**config.mk**
```make
export PLATFORM = sky130hd
export DESIGN_NAME = pi_loop_gain_scheduler
export DESIGN_NICKNAME = d
export VERILOG_FILES = /design/src/rtl/pi_loop_gain_scheduler.sv
export SDC_FILE = /design/constraint.sdc
export NUM_CORES = 1
export LEC_CHECK = 0
export BUFFER_PORTS_ARGS = -buffer_cell sky130_fd_sc_hd__buf_2
export CORE_ASPECT_RATIO = 1.2
export CORE_MARGIN = 2
export CORE_UTILIZATION = 46
export DETAILED_ROUTE_END_ITERATION = 10
export PLACE_DENSITY = 0.78
export SETUP_SLACK_MARGIN = 0.15
export SYNTH_ARGS = -nofsm -noshare
export SYNTH_HDL_FRONTEND = slang
export SYNTH_SLANG_ARGS = --single-unit
```
**constraint.sdc**
```tcl
create_clock -name clk -period 4.2 [get_ports clk]
set_input_delay 0.42 -clock clk [delete_from_list [all_inputs] [get_ports clk]]
set_output_delay 0.42 -clock clk [all_outputs]
set_load 0.01 [all_outputs]
```
**src/rtl/pi_loop_gain_scheduler.sv**
```systemverilog
// pi_loop_gain_scheduler
// Acquisition/tracking controller for the ZCTED PI loop filter. Smooths the
// magnitude of the zero-stuffed timing error and declares lock or loss of lock
// from it. Selects wide gains while acquiring and narrow gains while tracking.
// Clears the loop integrator on every (re)acquisition. Gives up after
// MAX_RETRY unsuccessful acquisition attempts.
// Optional feature macro: PI_GAIN_RAMP_EN. When it is defined, the gains are
// not switched directly on lock. They start at the acquisition values and
// halve every RAMP_STEP samples until they reach the tracking values.

module pi_loop_gain_scheduler #(
    parameter int                     DATA_WIDTH  = 16,
    parameter int                     COEFF_WIDTH = 16,
    parameter int                     AVG_SHIFT   = 4,
    parameter logic [COEFF_WIDTH-1:0] K1_ACQ      = 16'h0100,
    parameter logic [COEFF_WIDTH-1:0] K2_ACQ      = 16'h0020,
    parameter logic [COEFF_WIDTH-1:0] K1_TRK      = 16'h0020,
    parameter logic [COEFF_WIDTH-1:0] K2_TRK      = 16'h0004,
    parameter int                     LOCK_CNT    = 64,
    parameter int                     UNLOCK_CNT  = 32,
    parameter int                     ACQ_TIMEOUT = 4096,
    parameter int                     MAX_RETRY   = 3
`ifdef PI_GAIN_RAMP_EN
    ,
    parameter int                     RAMP_STEP   = 8
`endif
) (
    input  logic                          clk,
    input  logic                          rst_n,
    input  logic                          enable,
    input  logic                          zs_valid,
    input  logic signed [DATA_WIDTH-1:0]  e_k_zs,
    input  logic        [DATA_WIDTH-1:0]  lock_thr,
    input  logic        [DATA_WIDTH-1:0]  unlock_thr,
    output logic signed [COEFF_WIDTH-1:0] k1,
    output logic signed [COEFF_WIDTH-1:0] k2,
    output logic                          integ_clr,
    output logic                          locked,
    output logic                          fail,
    output logic        [1:0]             state,
    output logic        [DATA_WIDTH-1:0]  err_avg
);

    localparam int ACC_W   = DATA_WIDTH + AVG_SHIFT;
    localparam int GOOD_W  = $clog2(LOCK_CNT + 1);
    localparam int BAD_W   = $clog2(UNLOCK_CNT + 1);
    localparam int ACQ_W   = $clog2(ACQ_TIMEOUT + 1);
    localparam int RETRY_W = $clog2(MAX_RETRY + 1);

    localparam logic [GOOD_W-1:0]     LOCK_LIM    = GOOD_W'(LOCK_CNT);
    localparam logic [BAD_W-1:0]      UNLOCK_LIM  = BAD_W'(UNLOCK_CNT);
    localparam logic [ACQ_W-1:0]      TIMEOUT_LIM = ACQ_W'(ACQ_TIMEOUT);
    localparam logic [RETRY_W-1:0]    RETRY_LIM   = RETRY_W'(MAX_RETRY);
    localparam logic [DATA_WIDTH-1:0] E_MIN       = {1'b1, {(DATA_WIDTH-1){1'b0}}};
    localparam logic [DATA_WIDTH-1:0] E_MAX       = {1'b0, {(DATA_WIDTH-1){1'b1}}};

    typedef enum logic [1:0] {
        S_IDLE  = 2'd0,
        S_ACQ   = 2'd1,
        S_TRACK = 2'd2,
        S_FAIL  = 2'd3
    } state_t;

    state_t              cur_state;
    logic [ACC_W-1:0]    acc;
    logic [ACC_W-1:0]    acc_step;
    logic [DATA_WIDTH-1:0] abs_e;
    logic [GOOD_W-1:0]   good_cnt;
    logic [GOOD_W-1:0]   good_next;
    logic [BAD_W-1:0]    bad_cnt;
    logic [BAD_W-1:0]    bad_next;
    logic [ACQ_W-1:0]    acq_cnt;
    logic [ACQ_W-1:0]    acq_next;
    logic [RETRY_W-1:0]  retry_cnt;
    logic [RETRY_W-1:0]  retry_next;
    logic [RETRY_W-1:0]  retry_load;
    logic                lock_hit;
    logic                timeout_hit;
    logic                unlock_hit;
    logic                enter_acq;
    logic                enter_track;
    logic                enter_fail;

    assign state   = cur_state;
    assign err_avg = acc[ACC_W-1:AVG_SHIFT];

    // Saturating magnitude of the error sample: the most negative code maps to full scale
    always_comb begin
        abs_e = e_k_zs;
        if (e_k_zs == E_MIN)
            abs_e = E_MAX;
        else if (e_k_zs[DATA_WIDTH-1])
            abs_e = ~e_k_zs + DATA_WIDTH'(1);
    end

    // Averager step and the per-sample lock / unlock / timeout decisions on the pre-update average
    always_comb begin
        acc_step    = acc + ACC_W'(abs_e) - (acc >> AVG_SHIFT);
        good_next   = (err_avg < lock_thr)   ? good_cnt + 1'b1 : '0;
        bad_next    = (err_avg > unlock_thr) ? bad_cnt + 1'b1  : '0;
        acq_next    = acq_cnt + 1'b1;
        retry_next  = retry_cnt + 1'b1;
        lock_hit    = zs_valid && (good_next == LOCK_LIM);
        timeout_hit = zs_valid && (acq_next == TIMEOUT_LIM);
        unlock_hit  = zs_valid && (bad_next == UNLOCK_LIM);
        enter_acq   = 1'b0;
        enter_track = 1'b0;
        enter_fail  = 1'b0;
        retry_load  = '0;
        if (enable) begin
            case (cur_state)
                S_IDLE: enter_acq = 1'b1;
                S_ACQ: begin
                    if (lock_hit) begin
                        enter_track = 1'b1;
                    end else if (timeout_hit) begin
                        if (retry_next == RETRY_LIM) begin
                            enter_fail = 1'b1;
                        end else begin
                            enter_acq  = 1'b1;
                            retry_load = retry_next;
                        end
                    end
                end
                S_TRACK: enter_acq = unlock_hit;
                default: ;
            endcase
        end
    end

`ifdef PI_GAIN_RAMP_EN
    localparam int               RAMP_W    = $clog2(RAMP_STEP + 1);
    localparam logic [RAMP_W-1:0] RAMP_LAST = RAMP_W'(RAMP_STEP - 1);

    logic [RAMP_W-1:0]             ramp_cnt;
    logic signed [COEFF_WIDTH-1:0] k1_ramp;
    logic signed [COEFF_WIDTH-1:0] k2_ramp;

    // Next ramp gains: halve each, but never drop below its tracking value
    always_comb begin
        k1_ramp = k1 >>> 1;
        k2_ramp = k2 >>> 1;
        if (k1_ramp < $signed(K1_TRK))
            k1_ramp = K1_TRK;
        if (k2_ramp < $signed(K2_TRK))
            k2_ramp = K2_TRK;
    end
`endif

    // Controller state, registered gains and flags, counters and the leaky averager
    always_ff @(posedge clk or negedge rst_n) begin
        if (!rst_n) begin
            cur_state <= S_IDLE;
            acc       <= '0;
            k1        <= '0;
            k2        <= '0;
            integ_clr <= 1'b1;
            locked    <= 1'b0;
            fail      <= 1'b0;
            good_cnt  <= '0;
            bad_cnt   <= '0;
            acq_cnt   <= '0;
            retry_cnt <= '0;
`ifdef PI_GAIN_RAMP_EN
            ramp_cnt  <= '0;
`endif
        end else begin
            if (zs_valid)
                acc <= acc_step;
            if (!enable) begin
                cur_state <= S_IDLE;
                k1        <= '0;
                k2        <= '0;
                integ_clr <= 1'b1;
                locked    <= 1'b0;
                fail      <= 1'b0;
                good_cnt  <= '0;
                bad_cnt   <= '0;
                acq_cnt   <= '0;
                retry_cnt <= '0;
            end else if (enter_acq) begin
                cur_state <= S_ACQ;
                acc       <= '1;
                k1        <= K1_ACQ;
                k2        <= K2_ACQ;
                integ_clr <= 1'b1;
                locked    <= 1'b0;
                fail      <= 1'b0;
                good_cnt  <= '0;
                bad_cnt   <= '0;
                acq_cnt   <= '0;
                retry_cnt <= retry_load;
            end else if (enter_track) begin
                cur_state <= S_TRACK;
                integ_clr <= 1'b0;
                locked    <= 1'b1;
                bad_cnt   <= '0;
`ifdef PI_GAIN_RAMP_EN
                k1        <= K1_ACQ;
                k2        <= K2_ACQ;
                ramp_cnt  <= '0;
`else
                k1        <= K1_TRK;
                k2        <= K2_TRK;
`endif
            end else if (enter_fail) begin
                cur_state <= S_FAIL;
                k1        <= '0;
                k2        <= '0;
                integ_clr <= 1'b1;
                fail      <= 1'b1;
                retry_cnt <= retry_next;
            end else begin
                case (cur_state)
                    S_ACQ: begin
                        integ_clr <= 1'b0;
                        if (zs_valid) begin
                            good_cnt <= good_next;
                            acq_cnt  <= acq_next;
                        end
                    end
                    S_TRACK: begin
                        if (zs_valid) begin
                            bad_cnt <= bad_next;
`ifdef PI_GAIN_RAMP_EN
                            if (ramp_cnt == RAMP_LAST) begin
                                ramp_cnt <= '0;
                                k1       <= k1_ramp;
                                k2       <= k2_ramp;
                            end else begin
                                ramp_cnt <= ramp_cnt + 1'b1;
                            end
`endif
                        end
                    end
                    default: ;
                endcase
            end
        end
    end

endmodule

```
== Word level (Yosys, flattened, before mapping) ==
Index checks and enable logic that the tools add are counted.

* Bits in registers: 85
* Input port bits: 52
* Output and inout port bits: 53

* $add $sub $neg: 7
* Order comparisons: 2
* Eq/ne operators: 18
* Muxes and demuxes: 69
* Bitwise gates (word level): 1
* Reduce and logical (&&, ||, !) cells: 7

{| class="wikitable"
|+ Operators by type and width
! kind !! number
|-
| 2-to-1 mux 16 bit || 9
|-
| 2-to-1 mux 13 bit || 6
|-
| 2-to-1 mux 20 bit || 3
|-
| 2-to-1 mux 7 bit || 7
|-
| 2-to-1 mux 6 bit || 7
|-
| 2-to-1 mux 1 bit || 24
|-
| 2-to-1 mux 2 bit || 12
|-
| adder 20 x 16 -> 20 bit || 1
|-
| subtractor 20 x 16 -> 20 bit || 1
|-
| adder 16 x 2 -> 16 bit, second input constant || 1
|-
| equality test 16 bit, second input constant || 1
|-
| > comparator 16 bit || 1
|-
| less-than comparator 16 bit || 1
|-
| inverter 16 bit || 1
|-
| adder 13 x 1 -> 13 bit, second input constant || 1
|-
| equality test 13 bit, second input constant || 1
|-
| inequality test 3 x 1 -> 1 bit, second input constant || 4
|-
| inequality test 4 x 1 -> 1 bit, second input constant || 3
|-
| adder 7 x 1 -> 7 bit, second input constant || 1
|-
| equality test 7 bit, second input constant || 1
|-
| adder 6 x 1 -> 6 bit, second input constant || 1
|-
| equality test 6 bit, second input constant || 1
|-
| inequality test 3 bit, second input constant || 2
|-
| inequality test 5 x 1 -> 1 bit, second input constant || 1
|-
| 10 further kinds || 13
|}

== Longest topological paths before layout ==
Gate-level depths: netlist of the first run.

* Depth in word-level cells: 11
* Gate-level depth with buffers: 21
* Depth with buffers taken out: 20

== Least setup slack after synthesis of the first run ==
No wires, ideal clock.

* Path kind: input to register
* From: input port e_k_zs[9]
* To: register acc[18]
* Library setup time: 125 ps
* Arrival: 4685 ps
* Required time: 4075 ps
* Path slack: -610 ps
* Stages on the path: 18
* Buffers on the path: 1
* Path through: or4_1 -> or3_1 -> nor4_1 -> clkbuf_1 -> nor2_1 -> ha_1 -> inv_1 -> ha_1 -> fa_1 -> a211oi_1 -> o21ai_0 -> a21oi_1 -> a2bb2oi_1 -> a21oi_1 -> a31oi_1 -> nor3_1 -> o32ai_1 -> nand2_1

* Longest elaborated chain between the ends: 9
* Elaborated cells between the ends (all ways): 10

{| class="wikitable"
|+ RTL lines
! what !! RTL line !! text
|-
| start, declared || 32 || <nowiki>input logic signed [DATA_WIDTH-1:0] e_k_zs,</nowiki>
|-
| inverter 16 bit || 93 || <nowiki>abs_e = ~e_k_zs + DATA_WIDTH'(1);</nowiki>
|-
| adder 16 x 2 -> 16 bit || 93 ||
|-
| 2-to-1 mux 16 bit || 92 || <nowiki>else if (e_k_zs[DATA_WIDTH-1])</nowiki>
|-
| 2-to-1 mux 16 bit (*) || 90 || <nowiki>if (e_k_zs == E_MIN)</nowiki>
|-
| adder 20 x 16 -> 20 bit (*) || 98 || <nowiki>acc_step = acc + ACC_W'(abs_e) - (acc >> AVG_SHIFT);</nowiki>
|-
| subtractor 20 x 16 -> 20 bit (*) || 98 ||
|-
| 2-to-1 mux 20 bit (*) || 168 || <nowiki>if (zs_valid)</nowiki>
|-
| 2-to-1 mux 20 bit || 181 || <nowiki>end else if (enter_acq) begin</nowiki>
|-
| 2-to-1 mux 20 bit (*) || 170 || <nowiki>if (!enable) begin</nowiki>
|-
| end signal, assigned || 169 || <nowiki>acc <= acc_step;</nowiki>
|-
| end, declared || 65 || <nowiki>logic [ACC_W-1:0] acc;</nowiki>
|}

Mark *: on every way between the ends. The rest lies on a longest branch, timed or not.
A chain may end at the register's enable or synchronous reset.

== Worst setup path in the final report of the first run ==
* From: input port e_k_zs[9]
* To: register acc[19]

The elaborated chain is that of the path after synthesis.

==> key figures, run 1 <==
Timing
  • Unrepaired setup endpoints after global routing: yes
  • Final worst-path cycle share: a little over nine tenths
  • Fin crit period: 4.10 ns
  • Final setup fails: 0
  • Clock Skew: between 0.005 and 0.006 ns
  • Final Hold Violating Endpoints: 0
  • Least-Margin Pin Slew: around 0.66 ns
  • Max Fclk: ~240 MHz
  • Rel. slew slack: between 50 and 60%
  • Max Slew Vio Count: 0
  • WHS: roughly 0.15 ns

Logic synthesis
  • Most used DFF post-synth: dfrtp_1
  • Post-synth EDFFs: 0
  • Largest area contributor in the netlist: dfrtp_1
  • Syn. warnings: 0
  • Top cell type's share of synthesized area: a little under a quarter
  • Syn Area/Cell: 8.07 um^2
  • Synth unique cells: 70
  • Synth top area cells: dfrtp_1, ha_1, inv_1
  • Mapped cell area: between 0.005 and 0.006 mm^2
  • Post-Synthesis Cells: 732
  • FF+latch count, synth: between 50 and 60
  • Sequential area share after synthesis: 23.3%
  • Count leader, synth: inv_1
  • Ys async rst share: 100%
  • Top cells by count, synth: inv_1, ha_1, nand2_1

Die
  • CORE AREA: 0.0126 mm^2
  • # rows: 45
  • Starting density of the core: a little under half
  • Die Area: roughly 0.014 mm^2
  • Die width: roughly 110 um
  • IO Pins: roughly 110
  • Die Y: between 100 and 150 um

Clocking
  • Clock Latency Late Sink: 0.30 ns
  • Max Buffers Root-to-Sink: 2
  • CTS sink count: between 50 and 60
  • CTS tree: yes
  • Hold_buf cts: 0
  • Clk slew on worst S/H paths: roughly 0.070 ns
  • CTS Buf Count: 5
  • CTS H-tree lvls: 2
  • Root buffer cell: clkbuf_16

Critical path
  • R2r startpoint: acc[5]$_DFF_PN0_
  • Crit path DAT: between 4 and 5 ns
  • WP data required: ~4.4 ns
  • Critical path, cell by cell: buf_6, or4_4, or3_4, nor4_4, buf_6, nor2_4, fa_1, inv_2, ha_4, o21ai_4, a21boi_4, nand3_2, o211a_1, o31ai_4, a21oi_2, a41o_1, xnor2_1, nand2_1
  • Most used cell, CP: buf_6
  • Slowest cell on crit path: or4_4
  • Worst R2R Setup Slack: 0.71 ns
  • Slowest cell delay on critical path: between 0.5 and 0.6 ns
  • CP Class: in2reg
  • RR Endpoint: acq_cnt[1]$_DFFE_PN0P_
  • Startpoint type of the worst setup path: input port
  • Crit Path Max Fanout: 7
  • Critical path capture point type: flop
  • Worst reg2reg path depth: 10

Route
  • Via count: ~5500
  • DR iter-0 viols: roughly 230
  • Residual DRC count: 0
  • Antenna Nets Post-Route: 0
  • DRT Pass-1 Iters: 4
  • Routed Wire Length: 15100 um
  • Routed vias/inst: ~5.5
  • Post-DR wirelength/cell: around 15 um

Power and ir drop
  • Worst VDD drop: around 0.00041 V
  • Leakage: roughly 3.4 nW
  • Pwr per Cell Area: 826 mW/mm^2

GRT
  • Initial antenna violation count: 0
  • Global-route wire length before repair: between 20000 and 25000 um
  • Largest net degree at the start of global routing: 41
  • Overall Global Routing Usage: ~22%
  • Total gr overflow: 0
  • Vias in the first global route: 5231

Placement
  • Dpl cells: between 900 and 1000
  • Placed cell area: approximately 0.0067 mm^2
  • PortBufs: between 70 and 80
  • RePlAce Congestion: 0.921
  • DP Wirelength: ~12000 um

Layout
  • Syn-to-layout area delta: 19.7%
  • Final net count: between 900 and 1000
  • Post-Layout Cell Count: 996
  • Post-route cell area: approximately 0.0071 mm^2
  • Final antenna diode count: 0
  • Layout cells sized above 1: a little under a quarter

Flow run
  • Max_cap viols: 0

Run status
  • Status: finished clean

Min path
  • Hold Crit Class: in2async
## report_power, final
group	internal (mW)	leakage [nW]	switching (mW)	total, mW
registers	0.630	0.699	0.190	0.820
clock network	0.283	0.0781	0.196	0.478
logic	2.26	2.60	2.29	4.55
## layout make-up
| type | instances | area, um^2 |
|---|---|---|
| fill | 1157 | 5540 |
| multi-input combinational | 532 | 4130 |
| sequential | 55 | 1380 |
| timing repair buffer | 130 | 800 |
| inverter | 107 | 402 |
| tap | 164 | 205 |
| clock buffer | 7 | 133 |
| clock inverter | 1 | 30.0 |
## how the worst max path moves through the flow
stage / startpoint / endpoint / slack (ns) / depth (start not counted)
floorplan: e_k_zs[8] / acc[18]$_DFF_PN0_ / -0.05 / 18
global placement: e_k_zs[8] / acc[7]$_DFF_PN0_ / -0.23 / 16
detailed placement: e_k_zs[8] / acc[19]$_DFF_PN0_ / -0.34 / 18
CTS: e_k_zs[8] / acc[19]$_DFF_PN0_ / 0.15 / 18
global route: e_k_zs[9] / acc[19]$_DFF_PN0_ / -0.06 / 18
finish: e_k_zs[9] / acc[19]$_DFF_PN0_ / 0.1 / 18
## flip-flops by register name, indices dropped and copies added, names as in the netlist
register and cells:
good_cnt 7, integ_clr 1, k2 2, locked 1
state 2, retry_cnt 2, bad_cnt 6, acc 20
acq_cnt 13, fail 1
## stage by stage
| step | total power, mW | TNS [ns] | utilization [%] | worst slack, ns |
|---|---|---|---|---|
| 2_1_floorplan | 3.54 | -0.0924 | - | -0.0474 |
| 4_1_cts | 5.19 | 0 | 54.3 | 0.151 |
| 3_3_place_gp | 4.59 | -1.42 | 52.9 | -0.225 |
| 5_1_grt | 6.33 | -0.0555 | 56.1 | -0.0555 |
| 6_report | 5.85 | 0 | 56.1 | 0.0960 |
| 3_5_place_dp | 4.67 | -2.21 | 52.9 | -0.338 |
## repair_timing
action | 4_1_cts | 5_1_grt
endpoints found under the setup margin | 7 | 12
pin swaps | 2 | 23
gates resized for setup | 1 | 35
buffers inserted | 1 | 4
cloned | 0 | 0
## worst max-delay path: cells and delay by family
kind	cells	cell delay, ns
buf+inv	3	0.33
simple gates	6	1.42
compound gates	6	1.16
fa+ha+maj	2	0.80
xor+xnor	1	0.16
## cell families after synthesis
family	share of synthesized area (%)
flip-flops	23.3
AND/OR/NAND/NOR	17.7
AO/OA/AOI/OAI	20.4
buffers and inverters	14.2
other	0.0635
XOR/XNOR	4.74
adder cells (fa/ha/maj)	17.9
multiplexers	1.69
## metal layers
metal  vias up  global-route usage, %  wire length, um
met5         -                      0                0
met2       132                   40.2             7760
met3        36                   2.39              577
met1      2596                   27.4             6310
li1       2703                      -                -
met4         0                   7.84              456
## cell usage in the layout, fill, tap and decap left out, drive strengths merged, types with 3 or more instances in the layout
cell type  count
o211ai        15
o41ai          4
ha            59
o21ai         42
o221ai         3
nand2         57
nor3          16
or4            6
xnor2         26
nor2          41
and3           8
a211oi         8
o31ai          5
a21oi         34
o22ai          9
nand2b         8
a31oi         17
mux2i         10
conb          28
and2           4
dfrtp         54
xor2           6
nor4           4
inv          107
or3           11
nand3         26
a2111oi        4
buf          130
nand4         16
a21o          13
fa            16
clkbuf         7
Power figures use the tool's default switching activity.
==> run 2: changes to the inputs <==
--- a/config.mk
+++ b/config.mk
@@ -5,12 +5,13 @@
 export SDC_FILE = /design/constraint.sdc
 export NUM_CORES = 1
 export LEC_CHECK = 0
+export ABC_AREA = 1
 export BUFFER_PORTS_ARGS = -buffer_cell sky130_fd_sc_hd__buf_2
 export CORE_ASPECT_RATIO = 1.2
 export CORE_MARGIN = 2
 export CORE_UTILIZATION = 46
 export DETAILED_ROUTE_END_ITERATION = 10
-export PLACE_DENSITY = 0.78
+export PLACE_DENSITY = 0.74
 export SETUP_SLACK_MARGIN = 0.15
 export SYNTH_ARGS = -nofsm -noshare
 export SYNTH_HDL_FRONTEND = slang
==> run 2 against run 1 <==
Effect of this change:
- synthesized cell count is 22% higher
- via count up 5.5%
- non-clock buffer count is 32 lower
- global-route usage down 0.12 points
- critical endpoint unchanged
- largest cell class unchanged
- highest routed layer unchanged
==> key figures, run 2 <==
GRT
  • Overall Global Routing Usage: between 20% and 30%
  • Largest net degree at the start of global routing: 41
  • Vias in the first global route: ~5600
  • Total gr overflow: 0
  • Global-route wire length before repair: ~26000 um
  • Initial antenna violation count: 0

Layout
  • Biggest register: acc
  • Layout cells sized above 1: between 15 and 20%
  • Final net count: around 1100
  • Top flop regs: acc (20), acq_cnt (13), good_cnt (7)
  • Post-route cell area: 0.00686 mm^2
  • Max FFs per register: 20
  • Most common cell after layout, fill and taps aside: nand2_1
  • Final antenna diode count: 0
  • Syn-to-layout area delta: 10.7%
  • Final Core Density: between 50% and 60%
  • Post-Layout Cell Count: around 1100
  • Commonest cells after routing, fill and taps aside: nand2_1, inv_1, buf_2

Critical path
  • CP Class: in2reg
  • Slowest cell delay on critical path: between 0.5 and 0.6 ns
  • Slowest cell on crit path: fa_1
  • WP data required: 4.41 ns
  • Most used cell, CP: inv_1
  • Crit path DAT: around 3.9 ns
  • Critical path capture point type: flop
  • R2r startpoint: acc[13]$_DFF_PN0_
  • Crit Path Max Fanout: 4
  • Startpoint type of the worst setup path: input port
  • Sum of buffers and inverters on the critical path: 6
  • Worst reg2reg path depth: 15
  • Setup crit start: e_k_zs[1]
  • CP delay by family, top: compound AO/OA/AOI/OAI gates
  • Cell depth of the worst setup path: 25

Power and ir drop
  • Worst VDD drop: slightly below 0.0006 V
  • Leakage: between 3 and 4 nW
  • Power Total: ~4.4 mW
  • Pwr per Cell Area: roughly 650 mW/mm^2

Clocking
  • Max Buffers Root-to-Sink: 2
  • Clk slew on worst S/H paths: approximately 0.080 ns
  • Clock Latency Late Sink: approximately 0.32 ns
  • Hold_buf cts: 0
  • Root buffer cell: clkbuf_16
  • CTS H-tree lvls: 2
  • CTS Buf Count: 5
  • CTS sink count: between 50 and 60
  • CTS tree: yes

Route
  • Routed Wire Length: ~15000 um
  • Routed vias/inst: roughly 5.1
  • Via count: 5767
  • Post-DR wirelength/cell: 13.6 um
  • Antenna Nets Post-Route: 0
  • DR iter-0 viols: roughly 260
  • DRT Pass-1 Iters: 5
  • Residual DRC count: 0

Timing
  • Final worst-path cycle share: around 87%
  • Final WS setup: 0.531 ns
  • Max Fclk: 273 MHz
  • Max Slew Vio Count: 0
  • Least-Margin Pin Slew: 0.669 ns
  • Final setup fails: 0
  • Fin crit period: roughly 3.7 ns
  • Rel. slew slack: 55.3%
  • WHS: a little under 0.007 ns
  • Setup TNS Final: 0 ns
  • Unrepaired setup endpoints after global routing: no
  • Final Hold Violating Endpoints: 0
  • Clock Skew: roughly 0.011 ns

Placement
  • DP Worst Slack: 0.00754 ns
  • PortBufs: 76
  • RePlAce Congestion: 0.915
  • Placed cell area: between 0.006 and 0.007 mm^2
  • Dpl cells: about 1100
  • DP Wirelength: approximately 12000 um

Logic synthesis
  • Syn Area/Cell: between 6 and 7 um^2
  • Synth top area cells: dfrtp_1, ha_1, nand2_1
  • Post-synth EDFFs: 0
  • Count leader, synth: nand2_1
  • FF+latch count, synth: 55
  • Largest area contributor in the netlist: dfrtp_1
  • Most used DFF post-synth: dfrtp_1
  • Syn. warnings: 0
  • Mapped cell area: about 0.0062 mm^2
  • Top cell type's share of synthesized area: ~22%
  • Post-Synthesis Cells: 895
  • Sequential area share after synthesis: between 20% and 30%
  • Synth unique cells: 45
  • Ys async rst share: 100%
  • Top cells by count, synth: nand2_1, inv_1, nor2_1

Die
  • Starting density of the core: between 40% and 50%
  • CORE AREA: 0.0132 mm^2
  • # rows: 46
  • Die Area: ~0.014 mm^2
  • Die Y: between 100 and 150 um
  • Die width: between 100 and 150 um
  • IO Pins: 105

Min path
  • Hold Crit Class: in2async

Flow run
  • Max_cap viols: 0

Run status
  • Status: finished clean
[run 2: cell count changes after synthesis, moves of 9 or more]
cell     before  now
nand2_1      57  183
inv_1       107  162
nand4_1      16   42
nand3_1      23   48
a21oi_1      33   61
o22ai_1       9    0
nor2_1       40   64
xor2_1        6   19
a21o_1       13    2
a31oi_1      16    0
or3_1        10    0
xnor2_1      26    3
mux2i_1      10    0
[run 2: worst paths after layout]
kind	slack [ns]	end
worst max-delay path	0.53	acc[19]$_DFF_PN0_
worst min-delay path	0.007	acq_cnt[12]$_DFFE_PN0P_
worst max register to register	1.09	good_cnt[4]$_DFFE_PN0P_
worst min register to register	0.50	integ_clr$_DFFE_PN1P_
max in group asynchronous	3.32	acc[2]$_DFF_PN0_
min in group clk	0.50	integ_clr$_DFFE_PN1P_
[run 2: cells by family (layout without fill, tap and decap cells)]
logic type,Yosys count,after routing,synth area share (%)
AOI/OAI and AO/OA,128,128,11.7
xor gates and xnor gates,23,23,3.37
adders and majority gates,75,75,17.1
buffers and inverters,227,269,17.2
DFF,55,55,22.2
other,1,28,0.0605
and+or+nand+nor,386,386,28.4
[run 2: where the power goes]
group	switching, mW	internal [mW]	leakage, nW	total, mW
logic	1.87	1.29	3.00	3.16
registers	0.185	0.625	0.694	0.810
clock network	0.217	0.239	0.0731	0.457
total	2.28	2.15	3.76	4.43
[run 2: area by class of cell]
cell class,instances,area [um^2]
Clock inverter,2,16.3
Clock buffer,6,139
Multi-Input combinational cell,640,3960
Sequential cell,55,1380
Fill cell,1256,6320
Inverter,163,612
Timing Repair Buffer,98,546
Tap cell,168,210
[run 2: routing by layer]
layer  global-route usage (%)  up-vias  wire (um)
met5                        0        -          0
met4                     5.98        0        303
met3                     2.78       19        668
met2                     39.5      134       8170
met1                     27.6     2648       6270
li1                         -     2966          -
[run 2: what timing repair did]
| action | in CTS | in global routing |
|---|---|---|
| setup endpoints to repair | 0 | 12 |
| resized for setup | 0 | 31 |
| setup buffers | 0 | 1 |
[run 2: worst reg2reg max path: cells and delay by family (launching register included)]
kind            cells  cell delay, ns
fa+ha+maj           1            0.32
simple gates        9            1.16
compound gates      3            0.64
flops               1            0.55
buf+inv             2            0.37
